--- config.mk ---
export PLATFORM = sky130hd
export DESIGN_NAME = dual_stream_timing_monitor
export DESIGN_NICKNAME = d
export VERILOG_FILES = /design/src/rtl/dual_stream_timing_monitor.sv
export SDC_FILE = /design/constraint.sdc
export NUM_CORES = 1
export LEC_CHECK = 0
export ABC_CLOCK_PERIOD_IN_PS = 3200
export CAP_MARGIN = 15
export CORE_AREA = 2 2 87 152
export DETAILED_ROUTE_END_ITERATION = 10
export DIE_AREA = 0 0 89 154
export PLACE_DENSITY = 0.61
export SETUP_SLACK_MARGIN = 0.02
export SLEW_MARGIN = 20
export SYNTH_ARGS = -nofsm -noshare
export SYNTH_HDL_FRONTEND = slang
export SYNTH_SLANG_ARGS = --single-unit
--- constraint.sdc ---
create_clock -name pixclk -period 3.2 [get_ports pixclk]
set_clock_uncertainty 0.1 [all_clocks]
set_input_delay 0.48 -clock pixclk [delete_from_list [all_inputs] [get_ports pixclk]]
set_output_delay 0.48 -clock pixclk [all_outputs]
set_load 0.05 [all_outputs]
--- src/rtl/dual_stream_timing_monitor.sv ---
// Purpose: in-line timing/protocol monitor for the merged dual-lane pixel stream (line width, frame height, frame count, lane compare).
// Latency: status and sticky flags update one pixclk after the qualifying input edge; o_frame_done is a 1-cycle pulse.
// Backpressure: none; the monitor only observes the stream and never stalls it.
module dual_stream_timing_monitor #(
    parameter int DWIDTH      = 8,
    parameter int CWIDTH      = 12,
    parameter int EXP_WIDTH   = 640,
    parameter int EXP_HEIGHT  = 480,
    parameter int CHECK_LANES = 1
) (
    input  logic                  pixclk,
    input  logic                  rst_n,
    input  logic                  i_image_hs,
    input  logic                  i_image_vs,
    input  logic                  i_image_valid,
    input  logic [2*DWIDTH-1:0]   i_image_data,
    input  logic                  i_clr,
    output logic [CWIDTH-1:0]     o_line_width,
    output logic [CWIDTH-1:0]     o_frame_lines,
    output logic                  o_frame_done,
    output logic [15:0]           o_frame_cnt,
    output logic                  o_width_err,
    output logic                  o_height_err,
    output logic                  o_lane_err,
    output logic                  o_proto_err
);

    typedef enum logic [1:0] {
        SYNC   = 2'd0,
        IDLE   = 2'd1,
        ACTIVE = 2'd2
    } state_t;

    localparam logic [CWIDTH-1:0] CNT_MAX = '1;
    localparam logic [CWIDTH-1:0] EXP_W   = CWIDTH'(EXP_WIDTH);
    localparam logic [CWIDTH-1:0] EXP_H   = CWIDTH'(EXP_HEIGHT);

    state_t             state;
    state_t             state_nxt;

    logic               hs_d;
    logic               vs_d;
    logic               line_end;
    logic               frm_start;
    logic               frm_end;

    logic [CWIDTH-1:0]  pix_cnt;
    logic [CWIDTH-1:0]  line_cnt;
    logic [CWIDTH-1:0]  pix_inc;
    logic [CWIDTH-1:0]  line_inc;
    logic [CWIDTH-1:0]  lines_rep;
    logic [CWIDTH-1:0]  valid_ext;

    logic               do_start;
    logic               do_report;
    logic               counting;

    logic               width_evt;
    logic               height_evt;
    logic               lane_evt;
    logic               proto_evt;

    // Edge strobes: compare current inputs against last cycle's registered copies.
    assign line_end  = hs_d & ~i_image_hs;
    assign frm_start = ~vs_d & i_image_vs;
    assign frm_end   = vs_d & ~i_image_vs;

    assign valid_ext = {{(CWIDTH-1){1'b0}}, i_image_valid};

    // State register; an async reset always lands in SYNC so a frame cut by reset is never reported.
    always_ff @(posedge pixclk or negedge rst_n) begin
        if (!rst_n) begin
            state <= SYNC;
        end else begin
            state <= state_nxt;
        end
    end

    // Next-state logic plus the per-cycle action strobes that drive the datapath.
    always_comb begin
        state_nxt = state;
        do_start  = 1'b0;
        do_report = 1'b0;
        counting  = 1'b0;
        case (state)
            SYNC: begin
                // Only start measuring once vs has been seen low, so the first frame is whole.
                if (!i_image_vs) begin
                    state_nxt = IDLE;
                end
            end
            IDLE: begin
                if (frm_start) begin
                    state_nxt = ACTIVE;
                    do_start  = 1'b1;
                end
            end
            ACTIVE: begin
                counting = 1'b1;
                if (frm_end) begin
                    state_nxt = IDLE;
                    do_report = 1'b1;
                end
            end
            default: begin
                state_nxt = SYNC;
            end
        endcase
    end

    // Saturating counter increments, the frame height to report, and the error events.
    always_comb begin
        pix_inc    = (pix_cnt == CNT_MAX) ? pix_cnt : pix_cnt + valid_ext;
        line_inc   = (line_cnt == CNT_MAX) ? line_cnt : line_cnt + 1'b1;
        // A line ending in the same cycle as the frame belongs to this frame.
        lines_rep  = line_end ? line_inc : line_cnt;
        width_evt  = counting & line_end & (pix_cnt != EXP_W);
        height_evt = do_report & (lines_rep != EXP_H);
        lane_evt   = (CHECK_LANES != 0) & (state != SYNC) & i_image_valid &
                     (i_image_data[2*DWIDTH-1:DWIDTH] != i_image_data[DWIDTH-1:0]);
        proto_evt  = (state == IDLE) & (i_image_valid | i_image_hs) & ~i_image_vs;
    end

    // Edge-detect registers and the pixel/line counters.
    always_ff @(posedge pixclk or negedge rst_n) begin
        if (!rst_n) begin
            hs_d     <= 1'b0;
            vs_d     <= 1'b0;
            pix_cnt  <= '0;
            line_cnt <= '0;
        end else begin
            hs_d <= i_image_hs;
            vs_d <= i_image_vs;
            if (do_start) begin
                pix_cnt  <= '0;
                line_cnt <= '0;
            end else if (counting) begin
                if (line_end) begin
                    line_cnt <= line_inc;
                    // A pixel on the hs-low cycle opens the next line (zero-gap lines).
                    pix_cnt  <= valid_ext;
                end else begin
                    pix_cnt  <= pix_inc;
                end
            end
        end
    end

    // Registered status: last line width, last frame height, done pulse and frame counter.
    always_ff @(posedge pixclk or negedge rst_n) begin
        if (!rst_n) begin
            o_line_width  <= '0;
            o_frame_lines <= '0;
            o_frame_done  <= 1'b0;
            o_frame_cnt   <= '0;
        end else begin
            o_frame_done <= do_report;
            if (counting && line_end) begin
                o_line_width <= pix_cnt;
            end
            if (do_report) begin
                o_frame_lines <= lines_rep;
            end
            // Clear wins over the old count but a frame finishing in the same cycle still counts.
            if (i_clr) begin
                o_frame_cnt <= {15'd0, do_report};
            end else if (do_report) begin
                o_frame_cnt <= o_frame_cnt + 16'd1;
            end
        end
    end

    // Sticky error flags: an event in the same cycle as i_clr leaves the flag set.
    always_ff @(posedge pixclk or negedge rst_n) begin
        if (!rst_n) begin
            o_width_err  <= 1'b0;
            o_height_err <= 1'b0;
            o_lane_err   <= 1'b0;
            o_proto_err  <= 1'b0;
        end else begin
            o_width_err  <= (o_width_err  & ~i_clr) | width_evt;
            o_height_err <= (o_height_err & ~i_clr) | height_evt;
            o_lane_err   <= (o_lane_err   & ~i_clr) | lane_evt;
            o_proto_err  <= (o_proto_err  & ~i_clr) | proto_evt;
        end
    end

endmodule

### Yosys cells after proc, flatten, opt, wreduce, memory -nomap -nowiden

Cells that the tools add are included.

| word-level totals | value |
|---|---|
| register bits after elaboration | 73 |
| input bits | 22 |
| output and inout bits | 45 |
| logic and storage cells | 76 |

| operators by class | value |
|---|---|
| $add $sub $neg | 3 |
| equality and inequality tests | 11 |
| mux-type cells | 19 |
| bitwise operators | 23 |
| reduce and logical (&&, ||, !) cells | 7 |

Operator list:

| cell | count |
|---|---|
| 12-bit two-way mux | 8 |
| 16-bit two-way mux | 2 |
| 12-bit == test, second input constant | 2 |
| 16-bit by 1-bit adder with 16-bit output, second input constant | 1 |
| 1-bit AND | 14 |
| 12-bit by 1-bit adder with 12-bit output | 1 |
| 12-bit by 1-bit adder with 12-bit output, second input constant | 1 |
| 12-bit by 10-bit inequality test with 1-bit output, second input constant | 1 |
| 12-bit by 9-bit inequality test with 1-bit output, second input constant | 1 |
| 8-bit inequality test | 1 |
| 2-bit two-way mux | 3 |
| 2-bit inequality test, second input constant | 3 |
| 2-bit case mux with 3 select lines | 1 |
| 2-bit nonzero test | 3 |
| 1-bit two-way mux | 5 |
| 1-bit OR | 5 |
| 1-bit inverter | 4 |
| 3-bit inequality test, second input constant | 1 |
| 3-bit AND reduction | 1 |
| 2-bit by 1-bit == test with 1-bit output, second input constant | 1 |
| 2-bit == test, second input constant | 1 |
| 2-bit logical NOT | 1 |
| 2-bit AND reduction | 1 |
| 1-bit logical AND | 1 |

### Depth between registers and ports, before layout

Gate-level depths: netlist of run 1.

| logic depth | value |
|---|---|
| depth in word-level cells | 6 |
| gate-level depth with buffers | 8 |

### Worst setup path before layout of run 1

Ideal clock, no wire load.

| timing path | value |
|---|---|
| kind | register to register |
| start point | register line_cnt[0] |
| end point | register o_height_err |
| arrival time | 1.998 ns |
| required time | 2.964 ns |
| path slack | 0.967 ns |
| stages on the path, launching flop included | 8 |
| path buffers | 1 |
| cell sequence | dfrtp_1 > ha_1 > inv_1 > o41a_1 > buf_6 > or3_1 > a2111oi_1 > a31oi_1 |

| between the ends | value |
|---|---|
| word-level cells in the longest chain between the ends | 6 |
| elaborated cells between the ends (all ways) | 7 |
| those cells by class | add/sub (1); eq/ne (2); mux (2); bitwise (2) |

RTL lines:

| element | RTL line | RTL |
|---|---|---|
| from (decl) | 48 | `logic [CWIDTH-1:0] line_cnt;` |
| from (signal assigned) | 139 | `line_cnt <= line_inc;` |
| 12-bit by 1-bit adder with 12-bit output or 12-bit == test (tied branches) | 114 | `line_inc = (line_cnt == CNT_MAX) ? line_cnt : line_cnt + 1'b1;` |
| 12-bit two-way mux | 114 |  |
| 12-bit two-way mux * | - |  |
| 12-bit by 9-bit inequality test with 1-bit output * | 118 | `height_evt = do_report & (lines_rep != EXP_H);` |
| 1-bit AND * | 118 |  |
| 1-bit OR * | 182 | `o_height_err <= (o_height_err & ~i_clr) \| height_evt;` |
| to (signal assigned) | 182 |  |
| to (decl) | 23 | `output logic o_height_err,` |

Every way passes the cells marked *; elsewhere a longest branch is shown, timed or not.
A chain may end at the register's enable or synchronous reset.

### Worst setup path after layout of run 1

| timing path | value |
|---|---|
| start point | register line_cnt[9] |
| end point | register o_height_err |

The elaborated chain is that of the path after synthesis.

==> flow_summary.json, run 1 <==
{
  "outcome": "finished, final reports clean",
  "ys_ff_latch": 73,
  "ant_nets": 0,
  "portBuffers": 66,
  "power_frac_seq": 0.413,
  "rows": 54,
  "cp.depth": 5,
  "grt_pass1_wl_mm": 15.0,
  "io_pins": 67,
  "fin_cells": 610,
  "drv_slew": 0,
  "cts.repair.resized": 0,
  "ys.flop_type": "dfrtp_1",
  "nets": 463,
  "htreeDepth": 3,
  "synth_edf_count": 0,
  "post_cts_buffers": 0,
  "intPower_mw": 1.81,
  "power_mw": 2.46,
  "critPathLaunchType": "flop",
  "cellPowerDensity_mw_per_mm2": 510,
  "cp_top_family": "compound AO/OA/AOI/OAI gates",
  "cap_violations": 0,
  "totalNegativeSetupSlack_ps": 0,
  "whs_ps": 17.0,
  "cts_tree": "built",
  "syn2layout_area_growth_pct": 31.7,
  "syn-num-nets": 394,
  "hold_buffers": 0,
  "fin_crit_ps": 2500,
  "min_period_over_period": 0.782,
  "clock_path_buffers": 2,
  "die-area_mm2": 0.0137,
  "setup_viol": 0,
  "dp.cells": 594,
  "multiInputGateArea_mm2": 0.00171,
  "clk-insertion-delay-late_ps": 340,
  "synth_area_mm2": 0.00366,
  "cp_data_required_time_ps": 3300,
  "async_flop_share": 1.00,
  "synth_seq_area_share": 0.499,
  "path_cells": "nand4_1 -> o41a_1 -> or3_1 -> a2111oi_1 -> a31oi_1",
  "hold_violations": 0,
  "hold_class": "in2async",
  "rsz0062_at_grt": "false",
  "initial_core_util": 0.294,
  "ys_warn_count": 0,
  "cts_sinks": 73,
  "fmax_mhz": 399,
  "insertedDiodeCount": 0,
  "numCtsBuffers": 9,
  "drt-vias-per-instance": 4.87,
  "antenna_found_initial": 0,
  "clkTransAtPathRegs_ps": 60,
  "netlist_instances": 368,
  "final-seq-area_mm2": 0.00183,
  "place_congestion": 0.864,
  "path_class": "reg2reg",
  "drc": 0,
  "grt_max_degree": 32,
  "power.net_switching_mw": 0.650,
  "crit_arrival_ps": 2600,
  "synth_cell_types": 50,
  "wl_mm": 8.91,
  "p_sw_frac": 0.264,
  "die_h_um": 154,
  "core_area_mm2": 0.0124,
  "leakage_nw": 2.00,
  "vias": 2972,
  "grt_usage": 0.141,
  "p_clk_frac": 0.440,
  "root_buffer": "clkbuf_16",
  "drive_above_1_share": 0.0905,
  "wl_per_cell_um": 14.6,
  "crit_buf_inv": 0,
  "ir_drop_uv": 328,
  "crit_path_end_kind": "flop",
  "hpwlAfterDp_mm": 6.59,
  "max_slew.worst_pin.slew_ps": 718,
  "grt_overflow": 0,
  "die_w_um": 89,
  "slowest_stage": "o41a_1",
  "crit_fanout": 10,
  "grt_pass1_vias": 2992,
  "slowest_delay_ps": 580,
  "max_slew_margin": 0.521,
  "r2r_cells": 5,
  "p_comb_frac": 0.147,
  "avgSynthCellArea_um2": 9.94,
  "drt_iter0_markers": 105,
  "firstDrtPassIters": 4,
  "fillCellCount": 1288
}
-- per-stage QoR --
step                      cell area (um2)  setup slack [ps]   util
after floorplan                      3660               967      -
after global placement               4500               537  0.362
after detailed placement             4500               543  0.362
after CTS                            4820               727  0.387
after global routing                 4820               580  0.387
final                                4820               697  0.387
-- synth_stat cells, types with 3 or more instances --
cell type,instances,area (um2)
and2_1,3,18.8
o2111ai_1,5,43.8
o22ai_1,3,18.8
o21ai_0,38,190
nor2b_1,6,37.5
clkbuf_1,12,45.0
xnor2_1,18,158
nand2b_1,5,31.3
and3_1,5,31.3
a21oi_1,5,25.0
nor2_1,34,128
mux2i_1,6,60.1
nor3_1,5,25.0
ha_1,4,50.1
nor4_1,4,25.0
or3_1,3,18.8
nand2_1,35,131
nand3_1,17,85.1
dfrtp_1,73,1830
mux2_2,12,135
inv_1,8,30.0
o211ai_1,5,37.5
nand4_1,10,62.6
xor2_1,17,149
-- power groups by stage --
stage / combinational, mW / clock [mW] / sequential (mW)
global placement: 0.360 / 0 / 1.03
CTS: 0.367 / 1.11 / 1.01
global route: 0.392 / 1.14 / 1.02
detailed placement: 0.365 / 0 / 1.03
finish: 0.361 / 1.08 / 1.01
floorplan: 0.125 / 0 / 1.12
-- sequential cells by signal, summed over array words and instances, names as in the netlist, 2 cells and up --
name           flops
o_frame_cnt       16
line_cnt          12
o_frame_lines     12
o_line_width      12
pix_cnt           12
state              2
-- layer usage --
layer  up-vias  part of all wire  global-route usage
met4         0             0.033              0.0697
met1      1453              0.39               0.160
met3        19             0.037              0.0333
met2        57              0.54               0.240
li1       1443                 -                   -
met5         -                 0                   0
-- cell families after synthesis --
logic type / count (synthesis) / share of synthesized area
adders and majority gates: 4 / 0.0137
and+or+nand+nor: 141 / 0.195
AOI/OAI and AO/OA: 72 / 0.121
muxes: 18 / 0.0534
DFF: 73 / 0.499
xor gates and xnor gates: 35 / 0.0838
buffers and inverters: 25 / 0.0335
-- area by class of cell --
cell class	instances	share of cell area
Clock buffer	11	0.0504
Timing Repair Buffer	74	0.149
Clock inverter	5	0.0164
Inverter	9	0.00701
Multi-Input combinational cell	270	0.355
Tap cell	168	0.0436
Sequential cell	73	0.379
-- cells in the final DEF, fill, tap and decap left out, drive strengths merged, types with 5 or more instances in the layout --
cell type       n
clkbuf         11
buf             9
o2111ai         5
a21oi           5
clkdlybuf4s50  65
xor2           17
dfrtp          73
and3            7
nor3            5
mux2i           6
nand2          35
nand3          17
mux2           12
nor2           34
xnor2          18
o21ai          39
nand2b          5
o211ai          5
nor2b           6
inv             8
nand4          11
-- path summary, 6_finish.rpt --
check | start | endpoint | slack [ps]
max in group asynchronous | rst_n | pix_cnt[11] | 2180
max reg2reg | line_cnt[9] | o_height_err | 700
min in group pixclk | o_frame_lines[2] | o_frame_lines[2] | 380
min | rst_n | o_frame_cnt[0] | 20
min reg2reg | o_frame_lines[2] | o_frame_lines[2] | 380
max | line_cnt[9] | o_height_err | 700
-- worst reg2reg max path: cells and delay by family (launching register included) --
kind	cells	cell delay (ps)
AOI/OAI and AO/OA	3	1100
DFF	1	520
and+or+nand+nor	2	650
No activity file was read; power rests on OpenSTA's default activity.
==> inputs of run 2 (changes only) <==
Settings changed: ABC_CLOCK_PERIOD_IN_PS 3200 to 2600.
Clock period 3.2 ns to 2.6 ns, I/O delays scaled along.
==> run 2 against run 1 <==
Maximum frequency up 3.3%. Power grew 16%. Routed wire length is 1.5% higher. Via count grew 2.5%. Clock power grew 6%. Global-route usage increased by 0.14 points. Setup slack got worse by 520 ps. Critical path depth rose by 1. Sequential power up 24%. Worst hold slack gained 360 ps. Die area unchanged. Final area rose by 1.1%. Highest routed layer unchanged.
==> flow_summary.json, run 2 (synthesized netlist as in run 1, its figures left out) <==
{
  "grt_overflow": 0,
  "fin_crit_ps": 2420,
  "cellPowerDensity_mw_per_mm2": 584,
  "crit_fanout": 7,
  "clkTransAtPathRegs_ps": 60,
  "intPower_mw": 2.04,
  "grt_max_degree": 36,
  "clk-insertion-delay-late_ps": 330,
  "initial_core_util": 0.294,
  "fmax_mhz": 413,
  "root_buffer": "clkbuf_16",
  "syn2layout_area_growth_pct": 33.2,
  "p_clk_frac": 0.401,
  "cap_violations": 0,
  "max_slew_margin": 0.435,
  "wl_per_cell_um": 14.6,
  "drc": 0,
  "cp_data_required_time_ps": 2700,
  "grt_pass1_vias": 3114,
  "p_sw_frac": 0.284,
  "final_common_cell": "dfrtp_1",
  "io_pins": 67,
  "min_path_cells": 2,
  "critPathLaunchType": "flop",
  "drt_iter0_markers": 198,
  "path_class": "reg2reg",
  "grt_usage": 0.142,
  "grt_pass1_wl_mm": 15.2,
  "power.net_switching_mw": 0.810,
  "nets": 474,
  "whs_ps": 375,
  "place_congestion": 0.849,
  "p_comb_frac": 0.160,
  "hold_violations": 0,
  "core_area_mm2": 0.0124,
  "drv_slew": 0,
  "final_cell_mix": "dfrtp_1 (73), clkdlybuf4s50_1 (65), o21ai_0 (38)",
  "rows": 54,
  "drive_above_1_share": 0.113,
  "power_mw": 2.85,
  "regMostFlops": "o_frame_cnt",
  "largest_reg_flops": 16,
  "vias": 3045,
  "die_h_um": 154,
  "portBuffers": 66,
  "fillCellCount": 1259,
  "die_w_um": 89,
  "cts_tree": "built",
  "setup_viol": 0,
  "drt-vias-per-instance": 4.90,
  "crit_path_end_kind": "flop",
  "firstDrtPassIters": 4,
  "antenna_found_initial": 0,
  "rsz0062_at_grt": "false",
  "ir_drop_uv": 544,
  "hold_class": "reg2reg",
  "htreeDepth": 3,
  "wl_mm": 9.04,
  "leakage_nw": 2.03,
  "fin_util": 0.392,
  "outcome": "finished, final reports clean",
  "r2r_cells": 6,
  "die-area_mm2": 0.0137,
  "cts_sinks": 73,
  "ant_nets": 0,
  "max_slew.worst_pin.slew_ps": 847,
  "power_frac_seq": 0.438,
  "hpwlAfterDp_mm": 6.76,
  "numCtsBuffers": 9,
  "min_period_over_period": 0.932,
  "clock_path_buffers": 2,
  "insertedDiodeCount": 0,
  "crit_arrival_ps": 2530
}
-- run 2: power groups by stage --
| stage | Sequential (mW) | Combinational, mW | Clock [mW] |
|---|---|---|---|
| 3_5_place_dp | 1.27 | 0.459 | 0 |
| 4_1_cts | 1.25 | 0.462 | 1.16 |
| 2_1_floorplan | 1.37 | 0.154 | 0 |
| 5_1_grt | 1.26 | 0.495 | 1.22 |
| 3_3_place_gp | 1.27 | 0.449 | 0 |
| 6_report | 1.25 | 0.456 | 1.14 |
-- run 2: metrics by stage --
stage          setup slack [ps]  cell area [um2]  cells  TNS [ps]
2_1_floorplan               367             3660    368         0
3_3_place_gp              -78.0             4580    604     -84.2
3_5_place_dp               -117             4580    604      -477
4_1_cts                    49.5             4870    621         0
5_1_grt                    32.3             4870    621         0
6_report                    177             4870    621         0
-- run 2: worst paths after layout --
| kind | startpoint | to | slack, ps |
|---|---|---|---|
| setup reg to reg | line_cnt[0] | o_height_err | 180 |
| hold reg to reg | o_frame_lines[10] | o_frame_lines[10] | 380 |
| setup / recovery | line_cnt[0] | o_height_err | 180 |
| hold / removal | o_frame_lines[10] | o_frame_lines[10] | 380 |
| min in group asynchronous | rst_n | o_frame_cnt[14] | 460 |
| max in group asynchronous | rst_n | pix_cnt[4] | 1280 |
-- run 2: layout make-up --
class | count | area, um2 | area share
Sequential cell | 73 | 1830 | 0.375
Multi-Input combinational cell | 270 | 1710 | 0.352
Timing Repair Buffer | 85 | 813 | 0.167
Clock buffer | 11 | 243 | 0.0498
Tap cell | 168 | 210 | 0.0431
Inverter | 9 | 33.8 | 0.00693
Clock inverter | 5 | 31.3 | 0.00642
-- run 2: critical path, stage by stage, from the launching register on --
cell	delay [ps]
dfrtp_1	450
ha_1	270
inv_1	110
o41a_1	460
or3_1	340
a2111oi_2	410
a31oi_1	140
-- run 2: what timing repair did --
action | CTS | global route
gates resized for setup | 0 | 1
hold buffers | 1 | 0
setup buffers | 0 | 0
endpoints found under the setup margin | 0 | 1
endpoints found under the hold margin | 18 | 0
-- run 2: routing by layer --
layer,global-route usage,up-vias,wire [um],share of wire
met5,0,-,0,0
met4,0.0554,0,196,0.022
met3,0.0354,15,357,0.039
met2,0.251,67,4930,0.54
met1,0.159,1489,3560,0.39
li1,-,1474,-,-
